<file path="src/rtl/minisys_pkg.sv">
// Shared definitions for the Minisys memory-loader block: controller state
// encoding and the word-packing constant.
package minisys_pkg;

  typedef enum logic [1:0] {
    RUN       = 2'd0,
    LOAD_WAIT = 2'd1,
    LOAD_RX   = 2'd2,
    FINISH    = 2'd3
  } load_state_e;

  localparam int BYTES_PER_WORD = 4;

endpackage

</file>
<file path="src/rtl/btn_debounce.sv">
// Mode-button conditioner: 2-FF synchronizer, stable-high counter and a
// single-cycle press pulse on each debounced rising edge.
module btn_debounce #(
  parameter int DEB_CYCLES = 100000
) (
  input  logic clock,
  input  logic reset,
  input  logic btn,
  output logic press
);

  localparam int CNT_W = $clog2(DEB_CYCLES + 1);

  logic             sync1_q;
  logic             sync2_q;
  logic [CNT_W-1:0] cnt_q;

  // The debounced level is implicit: sync2_q high with cnt_q saturated at
  // DEB_CYCLES. The press pulse fires on the single cycle the count saturates.
  always_ff @(posedge clock) begin
    if (reset) begin
      sync1_q <= 1'b0;
      sync2_q <= 1'b0;
      cnt_q   <= '0;
      press   <= 1'b0;
    end else begin
      // NOTE: non-blocking so sync2_q takes the pre-edge sync1_q value,
      // giving two real flops instead of one.
      sync1_q <= btn;
      sync2_q <= sync1_q;
      press   <= 1'b0;
      if (!sync2_q) begin
        cnt_q <= '0;
      end else if (cnt_q != CNT_W'(DEB_CYCLES)) begin
        cnt_q <= cnt_q + 1'b1;
        press <= (cnt_q == CNT_W'(DEB_CYCLES - 1));
      end
    end
  end

endmodule

</file>
<file path="src/rtl/minisys_load_ctrl.sv">
// RUN/LOAD mode controller: hands the memory write ports to the CPU or to the
// UART loader, packing received bytes little-endian into sequential words.
module minisys_load_ctrl
  import minisys_pkg::*;
#(
  parameter int DEB_CYCLES = 100000,
  parameter int ADDR_W     = 14,
  parameter int TIMEOUT    = 5000000
) (
  input  logic              clock,
  input  logic              reset,
  input  logic              btn_mode,
  input  logic              rx_valid,
  input  logic [7:0]        rx_data,
  input  logic              cpu_dmem_we,
  input  logic [ADDR_W-1:0] cpu_dmem_addr,
  input  logic [31:0]       cpu_dmem_wdata,
  output logic              cpu_rst,
  output logic              imem_we,
  output logic [ADDR_W-1:0] imem_addr,
  output logic [31:0]       imem_wdata,
  output logic              dmem_we,
  output logic [ADDR_W-1:0] dmem_addr,
  output logic [31:0]       dmem_wdata,
  output logic              load_active,
  output logic              load_error
);

  // Word counter spans imem then dmem; its top bit set means both are full.
  localparam int WC_W   = ADDR_W + 2;
  localparam int IDLE_W = $clog2(TIMEOUT + 1);

  logic press;

  btn_debounce #(.DEB_CYCLES(DEB_CYCLES)) u_btn_debounce (
    .clock (clock),
    .reset (reset),
    .btn   (btn_mode),
    .press (press)
  );

  load_state_e       state_q, state_d;
  logic [1:0]        byte_cnt_q;
  logic [23:0]       asm_q;
  logic [WC_W-1:0]   word_cnt_q;
  logic [IDLE_W-1:0] idle_cnt_q;
  logic              ld_imem_we_q, ld_dmem_we_q;
  logic [ADDR_W-1:0] ld_addr_q;
  logic [31:0]       ld_data_q;
  logic              load_error_q;

  logic loading, byte_ok, mem_full, word_done, timeout;

  assign loading   = (state_q == LOAD_WAIT) || (state_q == LOAD_RX);
  // A press in the same cycle as a byte takes priority and drops that byte.
  assign byte_ok   = loading && rx_valid && !press;
  assign mem_full  = word_cnt_q[WC_W-1];
  assign word_done = byte_ok && !mem_full && (byte_cnt_q == 2'(BYTES_PER_WORD - 1));
  assign timeout   = (state_q == LOAD_RX) && (idle_cnt_q == IDLE_W'(TIMEOUT));

  always_ff @(posedge clock) begin
    if (reset) state_q <= RUN;
    else       state_q <= state_d;
  end

  always_comb begin
    // NOTE: default first so every path assigns state_d and no latch is inferred.
    state_d = state_q;
    unique case (state_q)
      RUN:       if (press) state_d = LOAD_WAIT;
      LOAD_WAIT: if (press) state_d = FINISH;
                 else if (rx_valid) state_d = LOAD_RX;
      LOAD_RX:   if (press || timeout) state_d = FINISH;
      FINISH:    state_d = RUN;
      default:   state_d = RUN;
    endcase
  end

  always_ff @(posedge clock) begin
    if (reset) begin
      byte_cnt_q   <= '0;
      asm_q        <= '0;
      word_cnt_q   <= '0;
      idle_cnt_q   <= '0;
      ld_imem_we_q <= 1'b0;
      ld_dmem_we_q <= 1'b0;
      ld_addr_q    <= '0;
      ld_data_q    <= '0;
      load_error_q <= 1'b0;
    end else begin
      ld_imem_we_q <= 1'b0;
      ld_dmem_we_q <= 1'b0;

      if (state_q == RUN && press) begin
        byte_cnt_q   <= '0;
        word_cnt_q   <= '0;
        idle_cnt_q   <= '0;
        load_error_q <= 1'b0;
      end

      if (state_q == LOAD_RX && (press || timeout))
        load_error_q <= (byte_cnt_q != '0);

      if (state_q == LOAD_RX && !byte_ok && !timeout)
        idle_cnt_q <= idle_cnt_q + 1'b1;

      if (byte_ok) begin
        idle_cnt_q <= '0;
        if (word_done) begin
          byte_cnt_q   <= '0;
          word_cnt_q   <= word_cnt_q + 1'b1;
          ld_addr_q    <= word_cnt_q[ADDR_W-1:0];
          ld_data_q    <= {rx_data, asm_q};
          ld_imem_we_q <= !word_cnt_q[ADDR_W];
          ld_dmem_we_q <= word_cnt_q[ADDR_W];
        end else if (!mem_full) begin
          asm_q[{byte_cnt_q, 3'b000} +: 8] <= rx_data;
          byte_cnt_q <= byte_cnt_q + 1'b1;
        end
      end
    end
  end

  assign cpu_rst     = reset || (state_q != RUN);
  assign load_active = loading;
  assign load_error  = load_error_q;
  assign imem_we     = ld_imem_we_q;
  assign imem_addr   = ld_addr_q;
  assign imem_wdata  = ld_data_q;

  always_comb begin
    if (state_q == RUN) begin
      dmem_we    = cpu_dmem_we;
      dmem_addr  = cpu_dmem_addr;
      dmem_wdata = cpu_dmem_wdata;
    end else begin
      dmem_we    = ld_dmem_we_q;
      dmem_addr  = ld_addr_q;
      dmem_wdata = ld_data_q;
    end
  end

endmodule

</file>
<file path="config.mk">
export PLATFORM = sky130hd
export DESIGN_NAME = minisys_load_ctrl
export DESIGN_NICKNAME = d
export VERILOG_FILES = /design/src/rtl/minisys_pkg.sv /design/src/rtl/btn_debounce.sv /design/src/rtl/minisys_load_ctrl.sv
export SDC_FILE = /design/constraint.sdc
export NUM_CORES = 1
export LEC_CHECK = 0
export CORE_UTILIZATION = 35
export DETAILED_ROUTE_END_ITERATION = 16
export GPL_TIMING_DRIVEN = 1
export PLACE_DENSITY = 0.71
export SLEW_MARGIN = 20
export SYNTH_ARGS = -nofsm -noshare
export SYNTH_HDL_FRONTEND = slang
export SYNTH_SLANG_ARGS = --single-unit
</file>
<file path="constraint.sdc">
create_clock -name clock -period 3.9 [get_ports clock]
set_clock_uncertainty 0.2 [all_clocks]
set_input_delay 0.39 -clock clock [delete_from_list [all_inputs] [get_ports clock]]
set_output_delay 0.39 -clock clock [all_outputs]
set_load 0.01 [all_outputs]
</file>
Yosys cells after proc, flatten, opt, wreduce, memory -nomap -nowiden --
Index checks and enable logic that the tools add are counted.
Cells by class: order comparisons 0, bitwise logic cells 5, div/mod/pow operators 0, mux-type cells 20, add/sub/neg operators 5, multipliers 0, shifts and indexed selects 2, reductions and logical operators 29, eq/ne operators 10
Operators with widths (number):
- $mux W16 | 3
- $mux W23 | 2
- $mux W32 | 1
- $bwmux W24 | 1
- $shift A8 B7 Y24 const A | 1
- $shiftx A8 B7 Y24 | 1
- $add A23 B1 Y23 const B | 1
- $eq A23 B23 Y1 const B | 1
- $add A17 B1 Y17 const B | 1
- $eq A17 B17 Y1 const B | 1
- $ne A17 B17 Y1 const B | 1
- $add A16 B1 Y16 const B | 1
- $mux W2 | 8
- $mux W14 | 1
- $logic_and A1 B1 Y1 | 9
- $pmux W2 S4 | 1
- $reduce_bool A2 Y1 | 4
- $neg A5 Y7 | 1
- $eq A2 B2 Y1 const B | 3
- $reduce_and A3 Y1 | 2
- $reduce_or A3 Y1 | 2
- $logic_not A1 Y1 | 5
- $not A1 Y1 | 5
- $ne A2 B1 Y1 const B | 2
- other kinds (8) | 13
Word-level totals: memories kept 0, bits in read-only memories 0, output and inout port bits 97, latch bits 0, RAM bits 0, register bits 136

Longest topological paths before layout --
depth after elaboration 8, mapped depth 9

Modules after synthesis --
From an unflattened synthesis, not the netlist that was laid out.
Unflattened totals: cells, all modules 749, area total of the unflattened synthesis 6388.6 um2
By module, submodules not included:
- minisys_load_ctrl | cells each 646, instances 1, area an instance 5474.0 um2
- btn_debounce | cells each 103, instances 1, area an instance 914.6 um2

Least setup slack after synthesis --
No wires, ideal clock.
path type register to register, start point reg state_q[0], end point reg state_q[0], clock period less this slack 2.177 ns, library setup time 0.132 ns, stages on the path, launching flop included 8, arrival 1.845 ns, buffers on the path 0, setup slack 1.723 ns, path through dfxtp_1 inv_1 ha_1 and4b_1 nand4_4 o311a_4 a2111oi_2 a211oi_2
On the way: word-level cells in the longest chain between the ends 5
Ends and longest elaborated chain:
- start, declared | RTL line minisys_load_ctrl.sv:42 | load_state_e state_q, state_d;
- start signal, assigned | RTL line minisys_load_ctrl.sv:63 | else state_q <= state_d;
- $eq A2 B2 Y1 | RTL line minisys_load_ctrl.sv:59, minisys_load_ctrl.sv:69
- $logic_and A1 B1 Y1 | RTL line minisys_load_ctrl.sv:59 | assign timeout = (state_q == LOAD_RX) && (idle_cnt_q == IDLE_W'(TIMEOUT));
- $logic_or A1 B1 Y1 | RTL line minisys_load_ctrl.sv:73 | LOAD_RX: if (press || timeout) state_d = FINISH;
- $ne A2 B1 Y1 (no source line)
- $reduce_and A3 Y1 (no source line)
Several ways; a longest one is shown, not always the timed one. A chain may end at the register's enable or synchronous reset.

Worst setup path after layout --
start point reg state_q[0], end point out dmem_wdata[22]
On the way: word-level cells in the longest chain between the ends 2
Ends and longest elaborated chain:
- $logic_not A2 Y1 | RTL line minisys_load_ctrl.sv:132 | if (state_q == RUN) begin
- $mux W32 | RTL line minisys_load_ctrl.sv:132
- end, declared | RTL line minisys_load_ctrl.sv:24 | output logic [31:0] dmem_wdata,
No other way between the ends.

==> results.json <==
{
  "outcome": "complete, but fails checks",
  "violations": "design-rule violations",
  "synth_common_cells": "nand2_1 (150), dfxtp_1 (136), a21oi_1 (96)",
  "insertion_delay_ps": 420,
  "critPathMaxStageDelay_ps": 550,
  "die_w_um": 138,
  "timing.reg2reg.setup_slack_ps": 1280,
  "ctsHoldBuffers": 0,
  "rsz0062_at_grt": "false",
  "cts_resized": 0,
  "tightest_slew_ps": 1030,
  "power_frac_comb": 0.059,
  "syn-num-nets": 836,
  "fmax_mhz": 307,
  "drive_above_1_share": 0.123,
  "syn_area_mm2": 0.00650,
  "drt-total-wl_mm": 16.2,
  "min_period_over_period": 0.835,
  "chipHeight_um": 138,
  "worst_setup_path_start_kind": "flop",
  "ios": 156,
  "coreArea_mm2": 0.0181,
  "synth_edf_count": 0,
  "synth_ff_type": "dfxtp_1",
  "synth_area_leaders": "dfxtp_1 (42%), nand2_1 (8.7%), mux2_2 (8.1%)",
  "maxSlewViolCount": 0,
  "worstPathArrival_ps": 2670,
  "nets": 974,
  "grt.met2_usage": 0.276,
  "routabilityCongestion": 0.816,
  "ant_nets": 0,
  "wl_per_cell_um": 14.2,
  "routed_via_density": 5.20,
  "slew_headroom": 0.309,
  "required_ps": 3310,
  "critPathSlowestCell": "ha_2",
  "yosysTopAreaCellShare": 0.419,
  "p_sw_mw": 0.720,
  "track_usage": 0.173,
  "cts-htree-levels": 4,
  "vias": 5943,
  "crit_chain": "inv_1, ha_2, buf_4, mux2_2, clkdlybuf4s50_1",
  "synthCells": 763,
  "clockRootBuffer": "clkbuf_16",
  "numCtsBuffers": 17,
  "ys_seq_area_frac": 0.419,
  "cts_tree": "built",
  "yosysWarnings": 0,
  "min_path_type": "input pin to flop",
  "grt_max_degree": 78,
  "power_density_mw_per_mm2": 356,
  "rows": 49,
  "ys_ff_latch": 136,
  "dieArea_mm2": 0.0191,
  "gr-usage-met1": 0.229,
  "yosys.area.top_type": "dfxtp_1",
  "critical_path_class": "flop to primary output",
  "vdd_drop_max_uv": 200,
  "portBuffers": 155,
  "clock-sinks": 136,
  "p_int_mw": 2.39,
  "hpwl_mm": 11.3,
  "finalHoldViolations": 0,
  "setup_viol": 0,
  "cts_buffer_depth": 2,
  "setup.worst_path.end_class": "primary output",
  "overflow": 0,
  "cap_violations": 0,
  "grt_pass1_wl_mm": 27.0,
  "yosysMostFrequentCell": "nand2_1",
  "cp_max_fo": 20,
  "path_buf_inv": 3,
  "use_met3": 0.0405,
  "drc_errors": 10,
  "crit_family": "buffers and inverters",
  "tns_ps": 0,
  "start_util": 0.359,
  "syn_area_per_cell_um2": 8.52,
  "clkPwrFrac": 0.495,
  "pre_cts_slack_ps": 1090,
  "drt-pass1-iter-count": 11,
  "min_period_ps": 3260,
  "p_leak_nw": 2.91,
  "postSynth.asyncResetShare": 0,
  "syn_to_final_growth_pct": 34.8,
  "drt_iter0_drc": 313,
  "first_global_vias": 5534,
  "grt-busiest-layer": "met2",
  "synth_cell_types": 66,
  "antenna_cells": 0,
  "p_seq_frac": 0.446,
  "setup_ws_ps": 644,
  "fill_cells": 1693,
  "netSwitchingFraction": 0.231,
  "postCtsSetupRepairBufs": 0,
  "clk_pin_slew_ps": 60,
  "antenna_found_initial": 0
}
cell families (layout without fill, tap and decap cells):
group / after synthesis / count (layout) / share of synthesized area
XOR/XNOR: 22 / 22 / 0.0297
adder cells (fa/ha/maj): 14 / 14 / 0.0270
buffers and inverters: 61 / 212 / 0.0414
flip-flops: 136 / 136 / 0.419
AO/OA/AOI/OAI: 151 / 151 / 0.137
AND/OR/NAND/NOR: 328 / 328 / 0.259
multiplexers: 51 / 51 / 0.0876
power by group through the flow:
| stage | logic (mW) | registers, mW | clock network [mW] |
|---|---|---|---|
| finish | 0.183 | 1.39 | 1.54 |
| floorplan | 0.0616 | 1.42 | 0 |
| CTS | 0.183 | 1.39 | 1.57 |
| global route | 0.193 | 1.39 | 1.63 |
| global placement | 0.181 | 1.42 | 0 |
| detailed placement | 0.182 | 1.42 | 0 |
state kept, by name, indices dropped and copies added, names as in the netlist:
| register | flops |
|---|---|
| byte_cnt_q | 2 |
| imem_addr | 14 |
| state_q | 2 |
| u_btn_debounce.press | 1 |
| imem_wdata | 32 |
| asm_q | 24 |
| idle_cnt_q | 23 |
| word_cnt_q | 16 |
| u_btn_debounce.sync1_q | 1 |
| load_error | 1 |
| u_btn_debounce.cnt_q | 17 |
| ld_dmem_we_q | 1 |
| imem_we | 1 |
| u_btn_debounce.sync2_q | 1 |
through the flow:
step	cell area, um2	hold WS (ps)	std cells	total power, mW	utilization
finish	8760	135	1143	3.11	0.484
global route	8760	137	1143	3.22	0.484
CTS	8760	118	1143	3.14	0.484
detailed placement	8190	230	1111	1.60	0.453
global placement	8190	226	1111	1.60	0.453
floorplan	6500	214	763	1.48	-
worst paths after layout:
kind | to | cells after the start | start
worst max-delay path | dmem_wdata[22] | 5 | state_q[0]
worst min-delay path | imem_addr[9] | 2 | reset
worst max register to register | idle_cnt_q[14] | 7 | state_q[0]
worst min register to register | u_btn_debounce.sync2_q | 1 | u_btn_debounce.sync1_q
layer usage:
metal | vias to the layer above | routed length (um)
met1 | 2807 | 7630
li1 | 2958 | -
met3 | 19 | 817
met5 | - | 0
met2 | 159 | 7530
met4 | 0 | 240
area by class of cell:
| cell class | instances | area [um2] | area share |
|---|---|---|---|
| multi-input cells | 566 | 3510 | 0.401 |
| flip-flops and latches | 136 | 2720 | 0.311 |
| repair buffers | 162 | 1600 | 0.183 |
| clock buffers | 18 | 429 | 0.0490 |
| well taps | 229 | 287 | 0.0327 |
| clock inverters | 14 | 139 | 0.0159 |
| inverters | 18 | 67.6 | 0.00772 |
worst reg2reg max path, cell delays in order (launching register included):
cell	delay, ps
dfxtp_1	310
inv_1	160
ha_1	330
and4b_1	290
nand4_4	150
o21a_1	520
and3_1	330
a211o_1	220
cells in the final DEF, fill, tap and decap left out, types with 5 or more instances in the layout:
master           instances
dfxtp_1                136
xor2_1                  11
nor2_1                  34
and2_1                   5
and3_1                   9
nand2_1                149
o21ai_0                 16
a22o_1                   5
and4_1                   5
clkbuf_16               17
a31oi_1                 12
nand3_1                 46
xnor2_1                 11
ha_1                    13
clkdlybuf4s50_1        154
mux2_2                  47
nor3b_1                  5
buf_4                    7
a21oi_1                 96
nor4_1                   6
nand4_1                 14
or3_1                   11
inv_1                   18
nand2b_1                 8
Note: power is estimated with default switching activity, not from simulation.
==> RTL edit: new RTL, same flow settings <==
Re-encode `load_state_e` (4 states) as Gray code, 2 bits wide.
--- a/src/rtl/minisys_pkg.sv
+++ b/src/rtl/minisys_pkg.sv
@@ -4,8 +4,8 @@
 
   typedef enum logic [1:0] {
-    RUN       = 2'd0,
-    LOAD_WAIT = 2'd1,
-    LOAD_RX   = 2'd2,
-    FINISH    = 2'd3
+    RUN       = 2'b00,
+    LOAD_WAIT = 2'b01,
+    LOAD_RX   = 2'b11,
+    FINISH    = 2'b10
   } load_state_e;
 
Formal check against the unedited RTL: same outputs for any inputs over 10 cycles, from zero or initial values and one cycle with reset high; not proved beyond that.
==> RTL edit against the unedited design <==
  * Setup slack better by 0.025 ns
  * Design area fell by 1.2%
  * Highest routed layer unchanged
  * Critical path depth down 1
  * Routed wire length rose by 2.3%
  * Sequential cell count unchanged
  * Power increased by 9.7%
  * Largest power group unchanged
  * Non-clock buffer count down 1
  * Area after synthesis is 2.2% lower
==> RTL edit: results (changes against the unedited design) <==
Outcome
The flow ran to the end, and the final reports show no timing, DRC or antenna violations.

Yosys
The per-instance average area after synthesis was 8.365 µm² (-1.8%). The synthesized netlist net count is 829 (-0.84%). The number of distinct library cells after synthesis was 59 (-11%). By area the synthesized netlist is led by sky130_fd_sc_hd__dfxtp_1 (43%), sky130_fd_sc_hd__nand2_1 (9.0%), sky130_fd_sc_hd__mux2_2 (8.3%). The mux cell area share after synthesis is 9.132% (+0.37 points). The xor/xnor share of the synthesized area is 2.480% (-0.49 points).

Global routing
The global-route usage over all layers is 17.53% (+0.22 points). The via count of the first global-routing pass came to 5330 (-3.7%). The maximum number of pins on one net before global-route repair was 77 (-1.3%). The global-route wire length before repair is 26.16 mm (-3.1%).

Drt
The via count is 5942 (-0.017%). The mean routed wirelength per cell was 14.65 µm (+3.3%). The initial DRC count is 374 (+19%).

Critical path
On the critical path, the stage with the largest delay is an instance of sky130_fd_sc_hd__nor2_4. The data arrival time of the critical path was 2.64 ns (-0.03 ns). The largest stage delay on the critical path is 0.61 ns (+0.06 ns).

Final layout
The number of non-filler instances in the completed layout was 1132 (-0.96%). The fill cell total of the finished layout is 1635 (-3.4%). The count of nets after finishing is 963 (-1.1%). The share of layout cells above drive strength 1 is 11.03% (-1.2 points).

Placed design
The HPWL reported at the end of detailed placement is 11.32 mm (-0.16%). The placement-stage cell area was 0.008043 mm² (-1.8%).

STA
The headroom to the max-slew limit came to 37.53% (+6.6 points).

Power and ir drop
The leakage power total came to 2.964 nW (+1.8%).
RTL edit: changes by cell type in the layout (fill, tap and decap cells not counted), sizes merged, moves of 4 or more:
cell | before | now
nand3 | 49 | 45
and3 | 9 | 15
a31oi | 12 | 7
nor3 | 5 | 17
ha | 14 | 10
nor4 | 9 | 3
xnor2 | 11 | 6
a211o | 1 | 5
a21oi | 96 | 91
RTL edit: layer usage:
| metal | vias up | track usage (%) | share of wire (%) |
|---|---|---|---|
| met5 | - | 0 | 0 |
| met4 | 0 | 5.433 | 1.2 |
| met3 | 16 | 3.667 | 5.0 |
| met2 | 164 | 28.51 | 48 |
| met1 | 2814 | 23.16 | 46 |
| li1 | 2948 | - | - |
RTL edit: kinds of logic (layout without fill, tap and decap cells):
group,Yosys count,count (layout)
simple gates,334,334
compound gates,148,148
flops,136,136
buf+inv,62,209
mux,52,52
xor+xnor,18,18
fa+ha+maj,10,10
RTL edit: path summary, 6_finish.rpt:
path | from | end | slack [ns] | cells past startpoint
max | state_q[0] | dmem_wdata[9] | 0.67 | 4
min | reset | word_cnt_q[4] | 0.16 | 2
max reg2reg | idle_cnt_q[0] | idle_cnt_q[4] | 1.32 | 7
min reg2reg | asm_q[14] | imem_wdata[14] | 0.25 | 2
RTL edit: cell type report:
class | count | area (µm²) | area share (%)
clock buffers | 17 | 425.4 | 4.920
repair buffers | 161 | 1604 | 18.55
flip-flops and latches | 136 | 2723 | 31.49
inverters | 16 | 60.06 | 0.6945
well taps | 225 | 281.5 | 3.256
multi-input cells | 562 | 3374 | 39.02
clock inverters | 15 | 178.9 | 2.069
RTL edit: power by group:
group | internal, mW | switching, mW | leakage [nW]
Combinational | 0.212 | 0.144 | 1.57
Clock | 0.970 | 0.690 | 0.297
Sequential | 1.39 | 0.00783 | 1.10
Total | 2.58 | 0.842 | 2.96
